===== src/rtl/beta_bus_arbiter.sv =====
// rtl/beta_bus_arbiter.sv - round-robin arbiter sharing the beta memory port between camera writes and projector reads
// Optional BETA_ARB_BURST_EN keeps a grant for up to MAX_BURST back-to-back transfers.
module beta_bus_arbiter #(
    parameter int AW        = 32,
    parameter int DW        = 32,
    parameter int RD_LAT    = 2,
    parameter int MAX_BURST = 16
) (
    input  logic          clk,
    input  logic          reset_n,
    input  logic          cam_req,
    input  logic [AW-1:0] cam_addr,
    input  logic [DW-1:0] cam_din,
    output logic          cam_rdy,
    input  logic          proj_req,
    input  logic [AW-1:0] proj_addr,
    output logic          proj_rdy,
    output logic [DW-1:0] proj_dout,
    output logic          proj_valid,
    output logic [AW-1:0] beta_addr,
    output logic [DW-1:0] beta_din,
    output logic          beta_we,
    input  logic [DW-1:0] beta_dout
);

`ifdef BETA_ARB_BURST_EN
    localparam bit BURST_EN = 1'b1;
`else
    localparam bit BURST_EN = 1'b0;
`endif

    // Without bursts a grant is simply a burst of length one.
    localparam int             BURST_LIM   = BURST_EN ? MAX_BURST : 1;
    localparam int             BW          = $clog2(MAX_BURST + 1);
    localparam logic [BW-1:0]  BURST_LIM_W = BW'(BURST_LIM);
    localparam logic [3:0]     LAT_INIT    = 4'(RD_LAT - 1);

    typedef enum logic [2:0] {
        S_IDLE,
        S_CAM,
        S_PROJ,
        S_RD_WAIT,
        S_RD_DONE
    } state_t;

    state_t          state_q, state_d;
    logic            last_cam_q, last_cam_d;
    logic [3:0]      lat_cnt_q, lat_cnt_d;
    logic [BW-1:0]   burst_cnt_q, burst_cnt_d;
    logic [BW-1:0]   burst_nxt;
    logic [AW-1:0]   beta_addr_q, beta_addr_d;
    logic [DW-1:0]   beta_din_q, beta_din_d;
    logic            beta_we_q, beta_we_d;
    logic [DW-1:0]   proj_dout_q, proj_dout_d;

    assign burst_nxt = burst_cnt_q + BW'(1);

    always_comb begin
        state_d     = state_q;
        last_cam_d  = last_cam_q;
        lat_cnt_d   = lat_cnt_q;
        burst_cnt_d = burst_cnt_q;
        beta_addr_d = beta_addr_q;
        beta_din_d  = beta_din_q;
        beta_we_d   = 1'b0;
        proj_dout_d = proj_dout_q;
        case (state_q)
            S_IDLE: begin
                // On a tie the requester that did not win last time is served.
                if (cam_req && (!proj_req || !last_cam_q)) begin
                    state_d     = S_CAM;
                    last_cam_d  = 1'b1;
                    burst_cnt_d = '0;
                end else if (proj_req) begin
                    state_d     = S_PROJ;
                    last_cam_d  = 1'b0;
                    burst_cnt_d = '0;
                end
            end
            S_CAM: begin
                if (cam_req) begin
                    beta_addr_d = cam_addr;
                    beta_din_d  = cam_din;
                    beta_we_d   = 1'b1;
                    burst_cnt_d = burst_nxt;
                    state_d     = (burst_nxt < BURST_LIM_W) ? S_CAM : S_IDLE;
                end else begin
                    state_d = S_IDLE;
                end
            end
            S_PROJ: begin
                if (proj_req) begin
                    beta_addr_d = proj_addr;
                    lat_cnt_d   = LAT_INIT;
                    burst_cnt_d = burst_nxt;
                    state_d     = S_RD_WAIT;
                end else begin
                    state_d = S_IDLE;
                end
            end
            S_RD_WAIT: begin
                if (lat_cnt_q == 4'd0) begin
                    proj_dout_d = beta_dout;
                    state_d     = S_RD_DONE;
                end else begin
                    lat_cnt_d = lat_cnt_q - 4'd1;
                end
            end
            S_RD_DONE: begin
                state_d = (proj_req && (burst_cnt_q < BURST_LIM_W)) ? S_PROJ : S_IDLE;
            end
            default: state_d = S_IDLE;
        endcase
    end

    always_ff @(posedge clk or negedge reset_n) begin
        if (!reset_n) begin
            state_q     <= S_IDLE;
            last_cam_q  <= 1'b0;
            lat_cnt_q   <= '0;
            burst_cnt_q <= '0;
            beta_addr_q <= '0;
            beta_din_q  <= '0;
            beta_we_q   <= 1'b0;
            proj_dout_q <= '0;
        end else begin
            state_q     <= state_d;
            last_cam_q  <= last_cam_d;
            lat_cnt_q   <= lat_cnt_d;
            burst_cnt_q <= burst_cnt_d;
            beta_addr_q <= beta_addr_d;
            beta_din_q  <= beta_din_d;
            beta_we_q   <= beta_we_d;
            proj_dout_q <= proj_dout_d;
        end
    end

    assign cam_rdy    = (state_q == S_CAM);
    assign proj_rdy   = (state_q == S_PROJ);
    assign proj_valid = (state_q == S_RD_DONE);
    assign beta_addr  = beta_addr_q;
    assign beta_din   = beta_din_q;
    assign beta_we    = beta_we_q;
    assign proj_dout  = proj_dout_q;

endmodule


===== config.mk =====
export PLATFORM = sky130hd
export DESIGN_NAME = beta_bus_arbiter
export DESIGN_NICKNAME = d
export VERILOG_FILES = /design/src/rtl/beta_bus_arbiter.sv
export SDC_FILE = /design/constraint.sdc
export NUM_CORES = 1
export LEC_CHECK = 0
export ABC_CLOCK_PERIOD_IN_PS = 2600
export BUFFER_PORTS_ARGS = -buffer_cell sky130_fd_sc_hd__buf_2
export CORE_ASPECT_RATIO = 1.25
export CORE_MARGIN = 2
export CORE_UTILIZATION = 45
export DETAILED_ROUTE_END_ITERATION = 6
export PLACE_DENSITY_LB_ADDON = 0.1
export SLEW_MARGIN = 20
export SYNTH_ARGS = -nofsm -noshare
export SYNTH_HDL_FRONTEND = slang
export SYNTH_SLANG_ARGS = --single-unit
export TNS_END_PERCENT = 100

===== constraint.sdc =====
create_clock -name clk -period 2.6 [get_ports clk]
set_input_delay 0.52 -clock clk [delete_from_list [all_inputs] [get_ports clk]]
set_output_delay 0.52 -clock clk [all_outputs]
set_load 0.005 [all_outputs]

==> results.py <==
metrics = {
    "clock_network": {
        "cts_tree": "done",
        "cts_hold_buffers": 0,
        "worst_skew_pair.late_latency_ps": 350,
        "cts_buffer_depth": 2,
        "cts_made_buffers": 9,
        "clockRootBuffer": "clkbuf_16",
        "clkTransAtPathRegs_ps": 70,
        "ctsHtreeMaxLevel": 3,
        "ctsResizeCount": 0,
        "post_cts_buffers": 0,
        "clkSinkCount": 110,
    },
    "sta": {
        "max_slew_margin": 0.669,
        "fin_worst_skew_ps": 9.90,
        "setup_viol": 0,
        "timing.final.crit_share": 0.826,
        "fmax_ghz": 0.466,
        "finalCriticalPeriod_ps": 2150,
        "hold_viol": 0,
        "maxSlewViolCount": 0,
        "worstMarginPinSlew_ps": 494,
        "rsz0062_at_grt": "false",
        "finalSetupTns_ps": 0,
    },
    "yosys": {
        "synth_top_area_frac": 0.571,
        "synth_edf_count": 0,
        "synth_area_um2": 4820,
        "synth.avg_cell_area_um2": 13.3,
        "synth_warnings": 0,
        "syn_nets": 497,
        "synthFlopType": "dfrtp_1",
        "synth_area_leaders": "dfrtp_1 (57%), mux2_4 (9.0%), mux2_2 (8.2%)",
        "synth_common_cells": "dfrtp_1 (110), a21oi_1 (39), mux2_2 (35), nor2_1 (35), mux2i_1 (33)",
        "synth_most_common_cell": "dfrtp_1",
        "yosysSeqAreaShare": 0.571,
        "async_flop_share": 1.00,
        "yosys_register_bits": 110,
        "netlist_instances": 362,
        "yosysUniqueCellTypes": 39,
        "yosysTopAreaCell": "dfrtp_1",
    },
    "status": {
        "status": "finished, final reports clean",
    },
    "pwr": {
        "ir_drop_mv": 0.678,
        "leakage_nw": 3.10,
        "pwr_density_cell_nw_per_um2": 1140,
    },
    "worst_hold_path": {
        "hold_class": "in -> async",
    },
    "floorplanning": {
        "fp.dieH_um": 120,
        "num_io_pins": 232,
        "initial_core_util": 0.459,
        "die_w_um": 96.6,
        "rows": 42,
        "die-area_um2": 11600,
        "core_area_um2": 10500,
    },
    "cells_and_area": {
        "final_core_util": 0.605,
        "nNetsFinal": 722,
        "antenna_cells": 0,
        "final_cells": 724,
        "area_growth_pct": 31.9,
        "layout-drive-gt1-share": 0.546,
    },
    "detailed_routing": {
        "antenna_left": 0,
        "drt_iter0_drc": 105,
        "num_vias": 3538,
        "avgViaCountPerCell": 4.89,
        "dr.pass1.iters": 6,
        "drc_errors": 0,
        "routed_wl_um": 10300,
        "wl_per_cell_um": 14.3,
    },
    "placed_design": {
        "gp_congestion": 0.805,
        "dp_hpwl_um": 7730,
        "dp_cells": 708,
        "io_buffer_count": 231,
    },
    "grt": {
        "grt_pass1_vias": 3361,
        "grt_usage": 0.175,
        "grt_max_degree": 65,
        "gr-total-overflow": 0,
        "antenna_found_initial": 0,
        "grt_pass1_wl_um": 15800,
    },
    "worst_setup_path": {
        "critPathMaxFanout": 14,
        "start_kind": "register",
        "endpoint_kind": "output pin",
        "criticalPathCategory": "reg -> out",
        "arrival_ps": 1630,
        "worst_ep_required_time_ps": 2080,
    },
    "flow_run": {
        "maxCapViolations": 0,
    },
}
## registers in the layout, indices dropped and copies added (netlist names)
| name | flops |
|---|---|
| beta_addr | 32 |
| burst_cnt_q | 5 |
| last_cam_q | 1 |
| beta_we | 1 |
| proj_dout | 32 |
| lat_cnt_q | 4 |
| beta_din | 32 |
| state_q | 3 |
## critical path, cell delays in order (launching register included)
cell and delay (ps):
dfrtp_1 570, nor3b_2 510, buf_2 210
## through the flow
step | setup WS, ps | area [um^2] | hold WS, ps | total power, mW
floorplan | 740 | 4820 | 224 | 4.83
global placement | 638 | 6070 | 483 | 5.93
detailed placement | 595 | 6070 | 490 | 6.03
CTS | 435 | 6360 | 128 | 7.39
global route | 281 | 6360 | 146 | 7.82
finish | 453 | 6360 | 124 | 7.27
## per-layer routing
| metal | global-route usage | routed length [um] | vias up | share of wire |
|---|---|---|---|---|
| li1 | - | - | 1710 | - |
| met1 | 0.215 | 4200 | 1674 | 0.41 |
| met2 | 0.284 | 5070 | 139 | 0.49 |
| met3 | 0.0527 | 835 | 15 | 0.081 |
| met4 | 0.0731 | 225 | 0 | 0.022 |
| met5 | 0 | 0 | - | 0 |
## logic make-up after synthesis
logic type,after synthesis,share of synthesized area
flip-flops,110,0.571
AND/OR/NAND/NOR,64,0.0665
buffers and inverters,29,0.0439
adder cells (fa/ha/maj),3,0.00779
AO/OA/AOI/OAI,54,0.0610
XOR/XNOR,5,0.00909
multiplexers,97,0.241
## path summary, 6_finish.rpt
kind / startpoint / endpoint / slack, ps / cells past startpoint
setup / recovery: state_q[1] / proj_rdy / 450 / 2
hold / removal: reset_n / beta_din[2] / 120 / 1
setup reg to reg: lat_cnt_q[0] / proj_dout[0] / 600 / 6
hold reg to reg: beta_din[4] / beta_din[4] / 500 / 1
max in group asynchronous: reset_n / state_q[1] / 1810 / 2
min in group clk: beta_dout[23] / proj_dout[23] / 400 / 2
## report_power, final
| group | leakage [nW] | total, mW | internal (mW) | switching, mW |
|---|---|---|---|---|
| sequential | 1.29 | 3.00 | 2.54 | 0.464 |
| clock | 0.138 | 1.33 | 0.692 | 0.642 |
| combinational | 1.67 | 2.94 | 1.67 | 1.27 |
## layout by cell type (no fill, tap or decap), types with 2 or more instances in the layout
master	instances
buf_2	230
dfrtp_1	110
a21oi_1	39
mux2_2	35
nor2_1	35
mux2i_1	33
mux2_4	29
clkbuf_16	9
nand3_1	6
nand2_1	6
inv_1	5
xor2_1	5
o21ai_0	5
buf_4	4
buf_12	4
ha_1	3
nor3b_2	2
nor3b_1	2
nand3b_1	2
nand2b_1	2
o21ai_1	2
nor3_1	2
inv_6	2
clkinvlp_4	2
## final cells by class
class                           instances  area [um^2]
Inverter                                5         18.8
Sequential cell                       110         2750
Multi-Input combinational cell        223         1870
Timing Repair Buffer                  238         1260
Clock inverter                          6         52.6
Clock buffer                           10          239
Fill cell                             889         4150
Tap cell                              132          165
Note: power is estimated with default switching activity, not from simulation.
